### src/rtl/ps2_pkg.sv
// Shared constants and types for the PS/2 scan-code receiver and its event FIFO.
package ps2_pkg;

    localparam logic [7:0] PS2_EXT   = 8'hE0;
    localparam logic [7:0] PS2_BREAK = 8'hF0;

    // Event entry layout: {ext, brk, code[7:0]}
    localparam int unsigned ENTRY_W = 10;
    localparam int unsigned EXT     = 9;
    localparam int unsigned BRK     = 8;

    typedef enum logic [1:0] {
        IDLE   = 2'd0,
        DATA   = 2'd1,
        PARITY = 2'd2,
        STOP   = 2'd3
    } ps2_state_t;

endpackage

### src/rtl/sync_fifo.sv
// Single-clock first-word fall-through FIFO with registered head, count, full and empty.
module sync_fifo #(
    parameter int unsigned WIDTH = 10,
    parameter int unsigned DEPTH = 8,
    localparam int unsigned AW   = $clog2(DEPTH),
    localparam int unsigned CW   = $clog2(DEPTH + 1)
) (
    input  logic             Clk,
    input  logic             Rst,
    input  logic             wr_en,
    input  logic [WIDTH-1:0] wdata,
    input  logic             rd_en,
    output logic [WIDTH-1:0] rdata,
    output logic [CW-1:0]    count,
    output logic             full,
    output logic             empty
);

    logic [WIDTH-1:0] mem [DEPTH];
    logic [AW-1:0]    wr_ptr;
    logic [AW-1:0]    rd_ptr;
    logic             do_rd_c;
    logic             do_wr_c;
    logic [CW-1:0]    count_n_c;

    // A pop frees a slot, so a write is accepted when full if a pop happens alongside it.
    always_comb begin
        do_rd_c   = rd_en & ~empty;
        do_wr_c   = wr_en & (~full | do_rd_c);
        count_n_c = count + CW'(do_wr_c) - CW'(do_rd_c);
    end

    always_ff @(posedge Clk) begin
        if (do_wr_c) begin
            mem[wr_ptr] <= wdata;
        end
    end

    // rdata is the next head, so it is valid the cycle empty drops and holds when drained.
    always_ff @(posedge Clk) begin
        if (Rst) begin
            wr_ptr <= '0;
            rd_ptr <= '0;
            count  <= '0;
            empty  <= 1'b1;
            full   <= 1'b0;
            rdata  <= '0;
        end else begin
            if (do_wr_c) begin
                wr_ptr <= wr_ptr + AW'(1);
            end
            if (do_rd_c) begin
                rd_ptr <= rd_ptr + AW'(1);
            end
            count <= count_n_c;
            empty <= (count_n_c == '0);
            full  <= (count_n_c == CW'(DEPTH));
            if (do_rd_c) begin
                if (count > CW'(1)) begin
                    rdata <= mem[rd_ptr + AW'(1)];
                end else if (do_wr_c) begin
                    rdata <= wdata;
                end
            end else if (empty && do_wr_c) begin
                rdata <= wdata;
            end
        end
    end

endmodule

### src/rtl/ps2_scan_fifo.sv
// PS/2 keyboard receiver: synchronises and deframes key frames, folds E0/F0 prefixes
// into tagged key events and buffers them in a FIFO popped by the CPU.
module ps2_scan_fifo
    import ps2_pkg::*;
#(
    parameter int unsigned FIFO_DEPTH     = 8,
    parameter int unsigned SYNC_STAGES    = 2,
    parameter int unsigned TIMEOUT_CYCLES = 50000,
    parameter int unsigned ERR_W          = 8,
    localparam int unsigned CW            = $clog2(FIFO_DEPTH + 1)
) (
    input  logic               Clk,
    input  logic               Rst,
    input  logic               key_clk,
    input  logic               key_data,
    input  logic               rd_en,
    input  logic               ovf_clr,
    output logic [ENTRY_W-1:0] dout,
    output logic               empty,
    output logic               full,
    output logic [CW-1:0]      count,
    output logic               overflow,
    output logic [ERR_W-1:0]   frame_err_cnt,
    output logic [7:0]         last_make
);

    localparam int unsigned TW = $clog2(TIMEOUT_CYCLES + 1);

    logic [SYNC_STAGES-1:0] clk_sync;
    logic [SYNC_STAGES-1:0] data_sync;
    logic                   clk_prev;
    logic                   clk_s_c;
    logic                   data_s_c;
    logic                   fall_c;

    ps2_state_t       state, state_n;
    logic [2:0]       bitcnt, bitcnt_n;
    logic [7:0]       shreg, shreg_n;
    logic             par, par_n;
    logic [TW-1:0]    tmo, tmo_n;
    logic             ext, ext_n;
    logic             brk, brk_n;
    logic [ERR_W-1:0] err_n;
    logic [7:0]       last_n;
    logic             push_c;
    logic             drop_c;
    logic [ENTRY_W-1:0] ev_c;

    // Sync chains reset high so the idle bus does not look like a falling edge.
    always_ff @(posedge Clk) begin
        if (Rst) begin
            clk_sync  <= '1;
            data_sync <= '1;
            clk_prev  <= 1'b1;
        end else begin
            clk_sync  <= {clk_sync[SYNC_STAGES-2:0], key_clk};
            data_sync <= {data_sync[SYNC_STAGES-2:0], key_data};
            clk_prev  <= clk_sync[SYNC_STAGES-1];
        end
    end

    always_comb begin
        clk_s_c  = clk_sync[SYNC_STAGES-1];
        data_s_c = data_sync[SYNC_STAGES-1];
        fall_c   = clk_prev & ~clk_s_c;
    end

    always_ff @(posedge Clk) begin
        if (Rst) begin
            state         <= IDLE;
            bitcnt        <= '0;
            shreg         <= '0;
            par           <= 1'b0;
            tmo           <= '0;
            ext           <= 1'b0;
            brk           <= 1'b0;
            frame_err_cnt <= '0;
            last_make     <= '0;
        end else begin
            state         <= state_n;
            bitcnt        <= bitcnt_n;
            shreg         <= shreg_n;
            par           <= par_n;
            tmo           <= tmo_n;
            ext           <= ext_n;
            brk           <= brk_n;
            frame_err_cnt <= err_n;
            last_make     <= last_n;
        end
    end

    always_comb begin
        state_n  = state;
        bitcnt_n = bitcnt;
        shreg_n  = shreg;
        par_n    = par;
        tmo_n    = '0;
        ext_n    = ext;
        brk_n    = brk;
        err_n    = frame_err_cnt;
        last_n   = last_make;
        push_c   = 1'b0;

        if (state != IDLE && !fall_c) begin
            tmo_n = tmo + TW'(1);
        end

        // Abandoned partial frame: count it, but keep any pending prefix.
        if (state != IDLE && !fall_c && tmo == TW'(TIMEOUT_CYCLES - 1)) begin
            state_n = IDLE;
            tmo_n   = '0;
            if (frame_err_cnt != '1) begin
                err_n = frame_err_cnt + ERR_W'(1);
            end
        end else if (fall_c) begin
            case (state)
                IDLE: begin
                    if (!data_s_c) begin
                        state_n  = DATA;
                        bitcnt_n = '0;
                    end
                end
                DATA: begin
                    shreg_n[bitcnt] = data_s_c;
                    bitcnt_n        = bitcnt + 3'd1;
                    if (bitcnt == 3'd7) begin
                        state_n = PARITY;
                    end
                end
                PARITY: begin
                    par_n   = data_s_c;
                    state_n = STOP;
                end
                STOP: begin
                    state_n = IDLE;
                    if (data_s_c && (^{shreg, par})) begin
                        if (shreg == PS2_EXT) begin
                            ext_n = 1'b1;
                        end else if (shreg == PS2_BREAK) begin
                            brk_n = 1'b1;
                        end else begin
                            push_c = 1'b1;
                            if (!brk) begin
                                last_n = shreg;
                            end
                            ext_n = 1'b0;
                            brk_n = 1'b0;
                        end
                    end else begin
                        if (frame_err_cnt != '1) begin
                            err_n = frame_err_cnt + ERR_W'(1);
                        end
                        ext_n = 1'b0;
                        brk_n = 1'b0;
                    end
                end
                default: state_n = IDLE;
            endcase
        end
    end

    always_comb begin
        ev_c      = '0;
        ev_c[EXT] = ext;
        ev_c[BRK] = brk;
        ev_c[7:0] = shreg;
        // Full implies non-empty, so rd_en alone means a pop makes room this cycle.
        drop_c    = push_c & full & ~rd_en;
    end

    always_ff @(posedge Clk) begin
        if (Rst) begin
            overflow <= 1'b0;
        end else if (drop_c) begin
            overflow <= 1'b1;
        end else if (ovf_clr) begin
            overflow <= 1'b0;
        end
    end

    sync_fifo #(
        .WIDTH (ENTRY_W),
        .DEPTH (FIFO_DEPTH)
    ) u_fifo (
        .Clk   (Clk),
        .Rst   (Rst),
        .wr_en (push_c),
        .wdata (ev_c),
        .rd_en (rd_en),
        .rdata (dout),
        .count (count),
        .full  (full),
        .empty (empty)
    );

endmodule

### config.mk
export PLATFORM = sky130hd
export DESIGN_NAME = ps2_scan_fifo
export DESIGN_NICKNAME = d
export VERILOG_FILES = /design/src/rtl/ps2_pkg.sv /design/src/rtl/sync_fifo.sv /design/src/rtl/ps2_scan_fifo.sv
export SDC_FILE = /design/constraint.sdc
export NUM_CORES = 1
export LEC_CHECK = 0
export ABC_CLOCK_PERIOD_IN_PS = 6450
export CAP_MARGIN = 20
export CELL_PAD_IN_SITES_DETAIL_PLACEMENT = 0
export CELL_PAD_IN_SITES_GLOBAL_PLACEMENT = 1
export CORE_ASPECT_RATIO = 2
export CORE_MARGIN = 1.5
export CORE_UTILIZATION = 40
export CTS_CLUSTER_SIZE = 30
export DETAILED_ROUTE_END_ITERATION = 16
export GPL_ROUTABILITY_DRIVEN = 0
export MAX_ROUTING_LAYER = met4
export PLACE_DENSITY_LB_ADDON = 0.05
export SYNTH_ARGS = -nofsm -noshare
export SYNTH_HDL_FRONTEND = slang
export SYNTH_HIERARCHICAL = 1
export SYNTH_SLANG_ARGS = --single-unit
### constraint.sdc
create_clock -name Clk -period 6.45 [get_ports Clk]
set_input_delay 1.29 -clock Clk [delete_from_list [all_inputs] [get_ports Clk]]
set_output_delay 1.29 -clock Clk [all_outputs]
set_load 0.1 [all_outputs]
Yosys cells after proc, flatten, opt, wreduce, memory -nomap -nowiden
Memories as Yosys holds them, arrays and structs flattened.
Cells that the tools add are included.
{"block": "totals", "ff_bits": 76, "latch_bits": 0, "ramBits": 80, "mem_bits_ro": 0, "input_bits": 6, "mem_count": 1}
{"memory": "u_fifo.mem", "depth": 8, "width": 10, "read_ports": 1, "rd_clocked_by_memory_dff": 0, "write_ports": 1, "line_no": "sync_fifo.sv:19", "text": "logic [WIDTH-1:0] mem [DEPTH];"}
{"block": "classes", "add_sub_neg": 7, "n_mul": 0, "n_div": 0, "magnitude_cmp": 3, "n_eq_ne": 15, "n_shift": 0, "muxes": 33, "bitwise": 15, "reduce_logical": 26}
{"operator": "$mux W10", "n": 4}
{"operator": "$mux W8", "n": 5}
{"operator": "$mux W1", "n": 17}
{"operator": "$add A16 B1 Y16 const B", "n": 1}
{"operator": "$eq A16 B16 Y1 const B", "n": 1}
{"operator": "$eq A8 B8 Y1 const B", "n": 2}
{"operator": "$reduce_and A3 Y1", "n": 4}
{"operator": "$reduce_and A4 Y1", "n": 3}
{"operator": "$reduce_bool A2 Y1", "n": 6}
{"operator": "$add A3 B1 Y3 const B", "n": 3}
{"operator": "$not A1 Y1", "n": 9}
{"operator": "$reduce_xor A9 Y1", "n": 1}
{"operator": "$add A8 B1 Y8 const B", "n": 1}
{"operator": "$bwmux W8", "n": 1}
{"operator": "$ne A2 B2 Y1 const B", "n": 4}
{"operator": "$ne A8 B8 Y1 const B", "n": 1}
{"operator": "$pmux W2 S4", "n": 1}
{"operator": "$reduce_and A7 Y1", "n": 1}
{"operator": "$ne A3 B3 Y1 const B", "n": 2}
{"operator": "$pmux W3 S2", "n": 1}
{"operator": "$and A1 B1 Y1", "n": 5}
{"operator": "$logic_and A1 B1 Y1", "n": 5}
{"operator": "$add A4 B1 Y4", "n": 1}
{"operator": "$eq A2 B2 Y1 const B", "n": 2}
{"operator": "other kinds (17)", "n": 18}

Depth between registers and ports, before layout
{"block": "logic_depth", "ltp_word": 11, "ltp_mapped": 13, "mapped_depth_nobuf": 13}

Hierarchy
Netlist, hierarchy kept.
{"module": "sync_fifo", "instances": 1, "cells_each": 267, "area_each_um2": 4120.2, "seq_area_each_um2": 2842.7}
{"module": "ps2_scan_fifo", "instances": 1, "cells_each": 259, "area_each_um2": 2369.8, "seq_area_each_um2": 1081.0}

Least setup slack after synthesis
OpenSTA, ideal clock, no wires.
{"block": "synth_timing", "kind": "register to register", "start": "reg shreg[0]", "end": "reg u_fifo.full", "setup_time_ns": 0.080, "t_arrival_ns": 3.599, "setup_slack_ns": 2.771, "path_stages_with_launch": 14, "path_buffers": 0, "synth_period_minus_slack_ns": 3.679, "cell_sequence": "dfxtp_1 > xnor2_1 > xnor3_1 > xnor2_2 > nand2_1 > nor3_1 > o21ai_2 > ha_1 > inv_1 > ha_1 > fa_1 > xor2_1 > nor3_1 > nor3b_1"}
{"block": "synth_between", "elab_chain_len": 11, "word_cells_on_any_way": 14}
{"item": "start, declared", "line_no": "ps2_scan_fifo.sv:38", "text": "logic [7:0] shreg, shreg_n;"}
{"item": "start signal, assigned", "line_no": "ps2_scan_fifo.sv:82", "text": "shreg <= shreg_n;"}
{"item": "$eq A8 B8 Y1", "line_no": "ps2_scan_fifo.sv:139", "text": "end else if (shreg == PS2_BREAK) begin"}
{"item": "$mux W1", "line_no": "ps2_scan_fifo.sv:139"}
{"item": "$mux W1", "line_no": "ps2_scan_fifo.sv:137", "text": "if (shreg == PS2_EXT) begin"}
{"item": "$mux W1 *", "line_no": "ps2_scan_fifo.sv:136", "text": "if (data_s_c && (^{shreg, par})) begin"}
{"item": "$mux W1 *", "line_no": "ps2_scan_fifo.sv:116", "text": "case (state)"}
{"item": "$mux W1 *", "line_no": "ps2_scan_fifo.sv:115", "text": "end else if (fall_c) begin"}
{"item": "$mux W1 *", "line_no": "ps2_scan_fifo.sv:109", "text": "if (state != IDLE && !fall_c && tmo == TW'(TIMEOUT_CYCLES - 1)) begin"}
{"item": "named net push_c", "line_no": "ps2_scan_fifo.sv:45", "text": "logic push_c;"}
{"item": "$and A1 B1 Y1 *", "line_no": "sync_fifo.sv:29", "text": "do_wr_c = wr_en & (~full | do_rd_c);"}
{"item": "$add A4 B1 Y4 *", "line_no": "sync_fifo.sv:30", "text": "count_n_c = count + CW'(do_wr_c) - CW'(do_rd_c);"}
{"item": "$sub A4 B1 Y4 *", "line_no": "sync_fifo.sv:30"}
{"item": "$eq A4 B4 Y1 *", "line_no": "sync_fifo.sv:57", "text": "full <= (count_n_c == CW'(DEPTH));"}
{"item": "end signal, assigned", "line_no": "sync_fifo.sv:57"}
{"item": "end, declared", "line_no": "sync_fifo.sv:15", "text": "output logic full,"}
The timed path passes the listed nets; every way through them passes the cells marked *.
A chain may end at the register's enable or synchronous reset.

Worst setup path after layout
{"block": "layout_timing", "start": "reg shreg[1]", "end": "reg u_fifo.full"}
The elaborated chain is that of the path after synthesis.

==> metrics.yaml <==
run_status:
  status: "complete, no violations"
setup_path:
  crit_cells: 13
  worstPathMaxFanout: 13
  worstPathRequired_ns: 6.79
  r2r-start: "shreg[1]"
  startpoint_type: "flop"
  r2r-end: "u_fifo/full"
  crit_family: "simple AND/OR/NAND/NOR gates"
  slowest_delay_ns: 0.89
  reg2regPathDepth: 13
  critPathSlowestCell: "nor3_1"
  rrSetupSlack_ns: 2.03
  path_class: "reg2reg"
  path_cells: "xnor2_1, xnor3_1, xnor2_2, nand2_1, nor3_1, o21ai_2, ha_1, inv_1, ha_1, fa_1, xor2_1, nor3_1, nor3b_1"
  worst-path-buf-inv: 1
  crit_arrival_ns: 4.76
  endpoint_kind: "flop"
grt:
  antenna_found_initial: 0
  grt_max_degree: 53
  grt_pass1_wl_um: 22800
  overflow: 0
  grt_pass1_vias: 4220
  grtUsageTotal_pct: 18.7
cells_and_area:
  final_area_mm2: 0.00767
  final_layout_size_suffix_gt1_share_pct: 14.8
  fin_nets: 590
  layout_commonest_cell: "edfxtp_1"
  seq_area_mm2: 0.00392
  multi_input_area_mm2: 0.00245
  fill_cells: 1450
  syn_to_final_growth_pct: 18.3
  final_cell_mix: "edfxtp_1, dfxtp_1, nor2_1, clkdlybuf4s50_1, mux2i_1"
  num_antenna_cells: 0
route:
  drcViolationCount: 0
  wl_um: 14500
  ant_nets: 0
  viasPerCell: 5.28
  routed-via-count: 4122
  drt_iter0_drc: 243
  wl_per_cell_um: 18.5
  drt_pass1_iterations: 4
sta:
  worst-slew-pin-transition_ns: 1.08
  finalSetupViolations: 0
  clock_skew_ns: 0.00735
  tns_ns: 0
  layout_min_cycle_time_ns: 4.42
  max_freq_mhz: 226
  fin_crit_sh_pct: 68.6
  slew-limit-headroom_pct: 27.8
  hold_viol: 0
  rsz0062_at_grt: "false"
  holdWs_ns: 0.409
  slew_violations: 0
min_path:
  hold_path_end: "data_sync[1]"
  min_delay_path_depth: 1
  hold_path_class: "reg2reg"
  min_from: "data_sync[0]"
clocking:
  post-cts-setup-buffer-count: 0
  cts.sinks: 156
  hold_buffers: 0
  worstSkewPairLatency_ns: 0.42
  h-tree-depth: 4
  path_clk_slew_ns: 0.07
  cts_made_buffers: 17
  cts_resized: 0
  cts_tree: "yes"
  cts_root_buf: "clkbuf_16"
  clockBufferDepth: 2
die:
  dieArea_mm2: 0.0170
  die_h_um: 183
  core_area_mm2: 0.0159
  num_io_pins: 39
  fp-row-count: 65
  start_util_pct: 40.9
  die_w_um: 93.1
logic_synthesis:
  ys_seq_area_share_pct: 60.5
  synth.distinct_cells: 52
  ys_seq_elements: 156
  syn_avg_cell_area_um2: 12.3
  ys_warn_count: 6
  syn_nets: 548
  synth_cells: 526
  synth_area_mm2: 0.00649
power_and_ir_drop:
  finalPower_w: 0.00262
  vdd_drop_max_uv: 175
  leakagePower_nw: 2.69
  power_density_mw_per_mm2: 342
run:
  drv_cap: 0
placed_design:
  dpl-instance-area_mm2: 0.00708
  hpwl_um: 9600
  port_buffers: 38
[state kept, by name (all words and copies together) (netlist names), 3 cells and up]
name           cells
bitcnt             3
frame_err_cnt      8
last_make          8
shreg              8
tmo               16
u_fifo/count       4
u_fifo/mem        80
u_fifo/rd_ptr      3
u_fifo/rdata      10
u_fifo/wr_ptr      3
[area by class of cell]
| type | count | area share, % |
|---|---|---|
| Tap cell | 201 | 3.28 |
| Sequential cell | 156 | 51.1 |
| Clock inverter | 14 | 1.78 |
| Inverter | 13 | 0.636 |
| Clock buffer | 17 | 5.54 |
| Timing Repair Buffer | 45 | 5.72 |
| Multi-Input combinational cell | 335 | 31.9 |
[per-stage QoR]
stage / std cells / utilization, % / setup slack [ns]
floorplan: 526 / - / 2.77
CTS: 778 / 48.2 / 2.00
finish: 781 / 48.4 / 2.03
global placement: 747 / 44.6 / 2.14
detailed placement: 747 / 44.6 / 2.01
global route: 781 / 48.4 / 1.63
[Yosys cell counts, drive strengths merged]
cell,number,share of area (%)
a31oi,2,0.19
or4b,2,0.31
a32oi,2,0.27
buf,9,0.73
o211a,1,0.15
o21a,1,0.12
a211oi,2,0.31
nand3,23,1.8
o211ai,12,1.4
or3,5,0.48
edfxtp,80,37
or2,6,0.58
nand2,18,1.0
nor3,11,0.85
ha,15,2.9
mux4,2,0.69
a21oi,9,0.69
nand2b,7,0.67
and4,1,0.13
clkbuf,13,0.77
xnor2,15,2.1
or3b,1,0.17
nor2,59,3.4
nor3b,3,0.35
xnor3,1,0.35
or4,1,0.12
xor2,15,2.0
a22oi,10,1.2
nor4,2,0.19
and3,8,0.77
mux2i,31,4.8
o22ai,9,0.87
nor4bb,1,0.15
o21ai,19,1.6
a21o,2,0.23
nand3b,3,0.35
inv,13,0.75
a21boi,1,0.12
a221oi,1,0.40
dfxtp,76,23
fa,1,0.31
nor2b,6,0.58
mux2,27,4.7
[cell families (layout without fill, tap and decap cells)]
group / after synthesis / after routing / synth area share (%)
compound gates: 71 / 71 / 7.48
flops: 156 / 156 / 60.5
buf+inv: 35 / 89 / 2.26
fa+ha+maj: 16 / 16 / 3.20
mux: 60 / 60 / 10.2
xor+xnor: 31 / 31 / 4.51
simple gates: 157 / 157 / 11.9
[power breakdown]
| part | switching [W] | internal [W] |
|---|---|---|
| clock network | 0.000425 | 0.000537 |
| registers | 0.0000325 | 0.00106 |
| logic | 0.000372 | 0.000193 |
[routing by layer]
metal  vias up  GRT usage (%)  wire length (um)
met2        54           34.5              8290
li1       1996              -                 -
met4         0           6.67               242
met3        16           3.90               316
met1      2056           19.0              5630
met5         -              -                 0
[worst max-delay path by stage]
stage / start / to / slack, ns
after floorplan: shreg[0] / u_fifo/full / 2.77
after global placement: shreg[1] / u_fifo/full / 2.14
after detailed placement: shreg[1] / u_fifo/full / 2.01
after CTS: shreg[1] / u_fifo/full / 2.00
after global routing: shreg[0] / u_fifo/full / 1.63
final: shreg[1] / u_fifo/full / 2.03
[worst reg2reg max path, cell delays in order, from the launching register on]
cell     delay [ns]
dfxtp_1        0.65
xnor2_1        0.18
xnor3_1        0.46
xnor2_2        0.21
nand2_1        0.10
nor3_1         0.89
o21ai_2        0.34
ha_1           0.38
inv_1          0.04
ha_1           0.20
fa_1           0.39
xor2_1         0.16
nor3_1         0.17
nor3b_1        0.18
Note: power is estimated with default switching activity, not from simulation.
